File: src/rtl/result_bcd_converter.sv
// Sequential double-dabble binary-to-BCD converter, one result bit per clock,
// with a valid/ready handshake toward the display stage.
module result_bcd_converter #(
   parameter int width  = 8,
   parameter int digits = 5
) (
   input  logic                  clock_i,
   input  logic                  reset_i,
   input  logic [2*width-1:0]    value_i,
   input  logic                  sign_i,
   input  logic                  valid_i,
   output logic                  ready_o,
   output logic [4*digits-1:0]   bcd_o,
   output logic                  sign_o,
   output logic                  overflow_o,
   output logic                  valid_o,
   input  logic                  ready_i
);

   localparam int CW = $clog2(2*width+1);

   typedef enum logic [1:0] {
      S_IDLE = 2'd0,
      S_CONV = 2'd1,
      S_DONE = 2'd2
   } state_t;

   state_t                r_state;
   logic [2*width-1:0]    r_shift;
   logic [4*digits-1:0]   r_scratch;
   logic                  r_ovf;
   logic                  r_sign;
   logic [CW-1:0]         r_cnt;
   logic [4*digits-1:0]   r_bcd;
   logic                  r_sign_out;
   logic                  r_ovf_out;
   logic                  r_valid;
   logic                  r_ready;

   logic [4*digits-1:0]   w_adj;
   logic [4*digits-1:0]   w_next_scratch;
   logic                  w_next_ovf;

   function automatic logic [3:0] add3(input logic [3:0] d);
      if (d >= 4'd5) begin
         return d + 4'd3;
      end else begin
         return d;
      end
   endfunction

   // Add-3 correction on every scratch digit ahead of the shift
   always_comb begin
      w_adj = r_scratch;
      for (int k = 0; k < digits; k++) begin
         w_adj[4*k +: 4] = add3(r_scratch[4*k +: 4]);
      end
   end

   // A carry out of the top digit is a whole multiple of 10^digits lost
   assign w_next_scratch = {w_adj[4*digits-2:0], r_shift[2*width-1]};
   assign w_next_ovf     = r_ovf | w_adj[4*digits-1];

   // Conversion FSM and registered handshake outputs
   always_ff @(posedge clock_i) begin
      if (reset_i) begin
         r_state    <= S_IDLE;
         r_shift    <= {(2*width){1'b0}};
         r_scratch  <= {(4*digits){1'b0}};
         r_ovf      <= 1'b0;
         r_sign     <= 1'b0;
         r_cnt      <= {CW{1'b0}};
         r_bcd      <= {(4*digits){1'b0}};
         r_sign_out <= 1'b0;
         r_ovf_out  <= 1'b0;
         r_valid    <= 1'b0;
         r_ready    <= 1'b1;
      end else begin
         case (r_state)
            S_IDLE: begin
               if (valid_i) begin
                  r_shift   <= value_i;
                  r_scratch <= {(4*digits){1'b0}};
                  r_ovf     <= 1'b0;
                  r_sign    <= sign_i;
                  r_cnt     <= CW'(2*width);
                  r_ready   <= 1'b0;
                  r_state   <= S_CONV;
               end
            end
            S_CONV: begin
               r_shift   <= {r_shift[2*width-2:0], 1'b0};
               r_scratch <= w_next_scratch;
               r_ovf     <= w_next_ovf;
               r_cnt     <= r_cnt - CW'(1);
               // Last bit: publish the post-shift scratch directly
               if (r_cnt == CW'(1)) begin
                  r_bcd      <= w_next_scratch;
                  r_ovf_out  <= w_next_ovf;
                  r_sign_out <= r_sign;
                  r_valid    <= 1'b1;
                  r_state    <= S_DONE;
               end
            end
            S_DONE: begin
               if (ready_i) begin
                  r_valid <= 1'b0;
                  r_ready <= 1'b1;
                  r_state <= S_IDLE;
               end
            end
            default: begin
               r_valid <= 1'b0;
               r_ready <= 1'b1;
               r_state <= S_IDLE;
            end
         endcase
      end
   end

   assign ready_o    = r_ready;
   assign bcd_o      = r_bcd;
   assign sign_o     = r_sign_out;
   assign overflow_o = r_ovf_out;
   assign valid_o    = r_valid;

endmodule

File: config.mk
export PLATFORM = sky130hd
export DESIGN_NAME = result_bcd_converter
export DESIGN_NICKNAME = d
export VERILOG_FILES = /design/src/rtl/result_bcd_converter.sv
export SDC_FILE = /design/constraint.sdc
export NUM_CORES = 1
export LEC_CHECK = 0
export ABC_CLOCK_PERIOD_IN_PS = 1390
export BUFFER_PORTS_ARGS = -buffer_cell sky130_fd_sc_hd__buf_2
export CAP_MARGIN = 15
export CORE_MARGIN = 2
export CORE_UTILIZATION = 50
export CTS_CLUSTER_DIAMETER = 200
export CTS_CLUSTER_SIZE = 20
export DETAILED_ROUTE_END_ITERATION = 6
export GPL_TIMING_DRIVEN = 1
export PLACE_DENSITY = 0.83
export SYNTH_ARGS = -nofsm -noshare
export SYNTH_HDL_FRONTEND = slang
export SYNTH_SLANG_ARGS = --single-unit
File: constraint.sdc
create_clock -name clock_i -period 1.39 [get_ports clock_i]
set_input_delay 0.278 -clock clock_i [delete_from_list [all_inputs] [get_ports clock_i]]
set_output_delay 0.278 -clock clock_i [all_outputs]
set_load 0.005 [all_outputs]
==> run metrics, run 1 <==
Placer Congestion=0.891; clock skew=0.00881 ns; # IOs=45; total track usage=22.8%; Non-Filler Instances=522; placed cells=493; top post-synthesis cells by area=dfxtp_1, nor2_1, ha_1; Hold Path Class=primary input to flip-flop; worst-skew pair later-pin latency=0.35 ns; vias in the first global route=2,797; placed cell areas=3670 µm²; CTS hold repair buffers=0; Hold Path Depth=3; internal power=3180 µW; post-synthesis cell area=3110 µm²; Final Net Count=475; post-route minimum period=1.44 ns; Area Overhead vs Synth=40.8%; Avg Synthesized Cell Area=8.73 µm²; Die Span Y=82.8 µm; total gr overflow=0; WP data arrival=1.72 ns; # DRC=0; period utilisation layout=104%; Comb power frac=13.3%; design area=4370 µm²; diodes inserted=0; final setup fails=6; Worst-Margin Slew=0.458 ns; Seq/Total Area, Yosys=44.5%; die area=6860 µm²; Worst Hold Path EP=r_shift[0]$_SDFFE_PP0P_; first-pass GRT wire length=12,900 µm; slew margin rel.=69.2%; Hold Startpoint=value_i[0]; PortBufs=44; Rows=28; DRT antenna net count=0; Clk pwr share=37.8%; Async S/R FF share, synth=0%; sw frac=26.5%; post-synth cell types=36; DR WL/cell=18.4 µm; largest net degree at the start of global routing=42; Flop pwr share=48.9%; multiplexer share of the synthesized area=2.82%; Worst Slack Setup Final=-0.0531 ns; Setup crit end kind=flip-flop; final wirelength=9600 µm; MaxCap Viol Count=0; Critical Setup Path Class=flip-flop to flip-flop; Worst setup SP type=flip-flop; Core Region=5960 µm²; VDD IR max=0.000616 V; DR vias=3,111; post-synthesis compound-gate area fraction=22.2%; cell count after synthesis=356; RSZ-0062 raised after global routing=true; Synthesized Nets=389; clk root buf=clkbuf_8; WHS=0.182 ns; Synth Area in XOR/XNOR=1.41%; average vias per placed instance=5.96; final hold vios=0; max-slew violation count=0; Initial Util=52.2%; setup TNS=-0.148 ns; status=finished with violations; Seq cells post-synth=69; CTS Buffer Depth=2; commonest cells after routing, fill and taps aside=dfxtp_1, buf_4, buf_2; Yosys top cell by area=dfxtp_1; clock sink total=69; layout cells sized above 1=46.3%; most common cell after layout, fill and taps aside=dfxtp_1; Post-Synth Simple-Gate Area=18.7%; largest family of logic cells by synthesized area=compound AO/OA/AOI/OAI gates; TritonCTS clock tree=yes; failing checks=setup timing; required time of the critical path=1.67 ns; worst r2r src=r_state[1]$_SDFFE_PP0P_; Die W=82.8 µm; yosys warns=0; R2R cell count=6; Switching Power=1150 µW; 1st-iter DRT viols=271; critical-path maximum fanout=9; Pwr Total=4330 µW; Power Density=989 nW/µm²; Post-Synth Adder-Cell Area=4.83%; Max Fclk=0.693 GHz; R2R setup slack=-0.05 ns; Critical R2R Capture=r_scratch[3]$_SDFFE_PP0P_; commonest register cell after synthesis=dfxtp_1; Post-synth EDFFs=0; Leakage=0.00170 µW; clock-pin slew on the worst setup and hold paths=0.08 ns; initial antenna violation count=0; Yosys top cell area share=44.5%; DP HPWL=5020 µm; Pre-Repair DR Iteration Count=4; H-tree Lvls=3; number of CTS-inserted buffers=9
[cell families (layout without fill, tap and decap cells)]
| group | Yosys count | after routing |
|---|---|---|
| buf+inv | 38 | 129 |
| mux | 8 | 8 |
| flops | 69 | 69 |
| simple gates | 125 | 125 |
| fa+ha+maj | 12 | 12 |
| compound gates | 99 | 99 |
| xor+xnor | 5 | 5 |
[power groups by stage]
stage          combinational (µW)  clock [µW]  sequential (µW)
2_1_floorplan                 295           0             2140
3_3_place_gp                  459           0             2140
3_5_place_dp                  474           0             2150
4_1_cts                       489        1620             2100
5_1_grt                       624        1720             2120
6_report                      577        1640             2110
[through the flow]
step	utilization (%)	setup WS [ns]
floorplan	-	0.00829
global placement	61.6	-0.0406
detailed placement	61.6	-0.103
CTS	68.2	-0.00681
global route	73.4	-0.142
finish	73.4	-0.0531
[final cells by class]
type | count | area (µm²)
Timing Repair Buffer | 98 | 701
Inverter | 15 | 63.8
Sequential cell | 69 | 1410
Fill cell | 378 | 1580
Tap cell | 75 | 93.8
Multi-Input combinational cell | 249 | 1920
Clock buffer | 11 | 141
Clock inverter | 5 | 50.0
[state kept, by name, indices dropped and copies added, names as in the netlist]
register    flops
bcd_o          20
r_scratch      20
r_shift        16
r_cnt           5
r_state         2
overflow_o      1
r_ovf           1
r_sign          1
ready_o         1
sign_o          1
valid_o         1
[metal layers]
layer	GRT usage [%]	wire length (µm)
met1	28.9	4010
met2	37.8	4760
met4	11.5	289
met3	3.28	537
met5	0	0
[timing repair]
| action | in CTS | in global routing |
|---|---|---|
| endpoints found under the setup margin | 25 | 50 |
| buffers inserted | 2 | 9 |
| pin swaps | 10 | 15 |
| hold endpoints to repair | 0 | 0 |
| cloned | 0 | 2 |
| gates resized for setup | 47 | 51 |
[worst max-delay path: stages, from the launching register on]
cell and delay, ns:
dfxtp_2 0.35, buf_4 0.14, nand2b_1 0.16, buf_4 0.19
nor3_1 0.25, o21ai_0 0.15, a21oi_1 0.15
[how the worst max path moves through the flow]
stage	start	end	slack, ns	cells after the start
after floorplan	r_scratch[17]$_SDFFE_PP0P_	r_scratch[18]$_SDFFE_PP0P_	0.008	6
after global placement	r_scratch[9]$_SDFFE_PP0P_	bcd_o[10]$_SDFFE_PP0P_	-0.04	6
after detailed placement	r_scratch[5]$_SDFFE_PP0P_	r_scratch[6]$_SDFFE_PP0P_	-0.10	6
after CTS	r_cnt[1]$_SDFFE_PP0P_	bcd_o[0]$_SDFFE_PP0P_	-0.007	6
after global routing	r_state[1]$_SDFFE_PP0P_	r_scratch[3]$_SDFFE_PP0P_	-0.14	6
final	r_state[1]$_SDFFE_PP0P_	r_scratch[3]$_SDFFE_PP0P_	-0.05	6
[synthesized netlist by cell type (2+ instances only)]
cell	instances
nor2_1	42
a211oi_2	8
nor3_1	7
a311oi_1	15
mux2i_1	2
nand2_1	39
nand2b_1	8
o22ai_1	10
ha_1	12
o32ai_1	5
o21ai_0	19
o2bb2ai_1	4
dfxtp_1	69
buf_4	2
nor3b_1	11
a21oi_1	29
buf_6	2
a22oi_1	3
xnor2_1	5
clkbuf_1	12
buf_2	6
inv_1	15
nor2b_1	2
nand3_1	11
mux2_2	6
o221a_2	2
Note: power is estimated with default switching activity, not from simulation.
==> inputs of run 2 (changes only) <==
--- a/config.mk
+++ b/config.mk
@@ -9,12 +9,12 @@
 export BUFFER_PORTS_ARGS = -buffer_cell sky130_fd_sc_hd__buf_2
 export CAP_MARGIN = 15
 export CORE_MARGIN = 2
-export CORE_UTILIZATION = 50
-export CTS_CLUSTER_DIAMETER = 200
+export CORE_UTILIZATION = 30
+export CTS_CLUSTER_DIAMETER = 150
 export CTS_CLUSTER_SIZE = 20
 export DETAILED_ROUTE_END_ITERATION = 6
 export GPL_TIMING_DRIVEN = 1
-export PLACE_DENSITY = 0.83
+export PLACE_DENSITY = 0.58
 export SYNTH_ARGS = -nofsm -noshare
 export SYNTH_HDL_FRONTEND = slang
 export SYNTH_SLANG_ARGS = --single-unit
==> run 2 against run 1 <==
Compared with the run above: the run still ends with setup timing left; clock skew decreased by 0.0028 ns; fmax increased by 3.6%; via count decreased by 5.8%; sequential power about the same; critical path depth unchanged.
==> run metrics, run 2 (synthesis results as in run 1) <==
clock-pin slew on the worst setup and hold paths=0.08 ns (about the same); 1st-iter DRT viols=120 (-56%); vias in the first global route=2,797 (unchanged); Pre-Repair DR Iteration Count=4 (unchanged); Comb power frac=12.7% (-0.6 points); placed cells=566 (+15%); Rows=37 (+32%); average vias per placed instance=4.97 (-17%); DR WL/cell=14.7 µm (-20%); RSZ-0062 raised after global routing=true; Worst Slack Setup Final=-0.00291 ns (+0.0502 ns); clk root buf=clkbuf_8; status=finished with violations; Switching Power=1150 µW (about the same); max-slew violation count=0 (unchanged); Pwr Total=4260 µW (-1.4%); # DRC=0 (unchanged); Area Overhead vs Synth=45.7%; R2R setup slack=-0.003 ns (+0.05 ns); commonest cells after routing, fill and taps aside=buf_4, dfxtp_1, buf_2; Leakage=0.00175 µW (+2.8%); layout cells sized above 1=47.4% (+1.0 points); Critical Setup Path Class=flip-flop to flip-flop; # IOs=45 (unchanged); DR vias=2,932 (-5.8%); first-pass GRT wire length=13,200 µm (+2.3%); Place WS=-0.121 ns (-0.0178 ns); H-tree Lvls=3 (unchanged); Worst-Margin Slew=0.365 ns (-0.0923 ns); Die W=106 µm (+28%); VDD IR max=0.000449 V (-27%); total gr overflow=0 (unchanged); required time of the critical path=1.67 ns (about the same); WP data arrival=1.67 ns (-0.05 ns); clock skew=0.00599 ns (-0.00281 ns); Clk pwr share=38.0% (+0.2 points); final wirelength=8700 µm (-9.4%); CTS hold repair buffers=0 (unchanged); sw frac=26.9% (+0.37 points); diodes inserted=0 (unchanged); critical-path maximum fanout=3 (-6); worst-skew pair later-pin latency=0.35 ns (about the same); Core Region=10,200 µm² (+71%); Placer Congestion=0.755 (-15%); internal power=3120 µW (-1.9%); Hold Startpoint=sign_i; slew margin rel.=75.4% (+6.2 points); final hold vios=0 (unchanged); final setup fails=1 (-5); most common cell after layout, fill and taps aside=buf_4; Hold Path Depth=3 (unchanged); Max Fclk=0.718 GHz (+3.6%); Power Density=942 nW/µm² (-4.8%); Setup crit end kind=flip-flop; worst r2r src=r_scratch[9]$_SDFFE_PP0P_; Worst Hold Path EP=r_sign$_SDFFE_PP0P_; WHS=0.164 ns (-0.0179 ns); Non-Filler Instances=590 (+13%); Final Net Count=482 (+1.5%); Critical R2R Capture=bcd_o[10]$_SDFFE_PP0P_; total track usage=14.9% (-7.9 points); post-route minimum period=1.39 ns (-0.0502 ns); Hold Path Class=primary input to flip-flop; Worst setup SP type=flip-flop; TritonCTS clock tree=yes; PortBufs=44 (unchanged); initial antenna violation count=0 (unchanged); Initial Util=30.5% (-22 points); die area=11,200 µm² (+63%); Die Span Y=106 µm (+28%); DRT antenna net count=0 (unchanged); DP HPWL=5700 µm (+14%); number of CTS-inserted buffers=9 (unchanged); MaxCap Viol Count=0 (unchanged); largest net degree at the start of global routing=23 (-45%); Flop pwr share=49.3% (+0.4 points); clock sink total=69 (unchanged); period utilisation layout=100% (-3.6 points); CTS Buffer Depth=2 (unchanged); R2R cell count=6 (unchanged); failing checks=setup timing
## run 2: cell count changes in the layout (fill, tap and decap cells not counted), sizes merged
cell / delta
buf: +8
clkbuf: -3
clkinv: +1
clkinvlp: +1
## run 2: power groups by stage
stage	sequential (µW)	combinational, µW	clock [µW]
floorplan	2140	295	0
global placement	2150	485	0
detailed placement	2150	494	0
CTS	2100	507	1630
global route	2110	594	1730
finish	2100	541	1620
## run 2: layout make-up
class | count | area (µm²)
clock inverter | 7 | 66.3
multi-input combinational | 249 | 1950
clock buffer | 9 | 124
timing repair buffer | 105 | 741
sequential | 69 | 1410
inverter | 15 | 66.3
tap | 136 | 170
fill | 990 | 5660
## run 2: metrics by stage
stage	cell area (µm²)	TNS, ns	utilization, %
global placement	3830	-0.406	37.7
global route	4530	-0.337	44.4
floorplan	3140	0	-
CTS	4180	-0.137	41.0
detailed placement	3830	-1.11	37.7
finish	4530	-0.00291	44.4
## run 2: worst max-delay path by stage
stage / from / end / slack (ns) / depth (start not counted)
2_1_floorplan: r_scratch[17]$_SDFFE_PP0P_ / r_scratch[18]$_SDFFE_PP0P_ / 0.008 / 6
3_3_place_gp: r_scratch[1]$_SDFFE_PP0P_ / bcd_o[2]$_SDFFE_PP0P_ / -0.07 / 6
3_5_place_dp: r_scratch[5]$_SDFFE_PP0P_ / bcd_o[6]$_SDFFE_PP0P_ / -0.12 / 6
4_1_cts: r_scratch[5]$_SDFFE_PP0P_ / bcd_o[6]$_SDFFE_PP0P_ / -0.02 / 6
5_1_grt: r_scratch[9]$_SDFFE_PP0P_ / bcd_o[10]$_SDFFE_PP0P_ / -0.05 / 6
6_report: r_scratch[9]$_SDFFE_PP0P_ / bcd_o[10]$_SDFFE_PP0P_ / -0.003 / 6
## run 2: metal layers
metal / global-route usage (%) / vias up / part of all wire [%]
met1: 17.6 / 1413 / 45
met3: 3.65 / 16 / 3.6
met4: 6.67 / 0 / 2.1
li1: - / 1451 / -
met2: 25.4 / 52 / 50
met5: 0 / - / 0
## run 2: repair_timing
item,4_1_cts,5_1_grt
cloned,0,2
pin swaps,10,13
endpoints found under the setup margin,39,38
setup buffers,1,5
resized for setup,44,65
## run 2: worst max-delay path, stage by stage (launching register included)
cell	delay, ns
dfxtp_2	0.35
inv_4	0.05
ha_4	0.14
nand2b_4	0.14
a21oi_4	0.14
mux2_4	0.33
o22ai_2	0.17
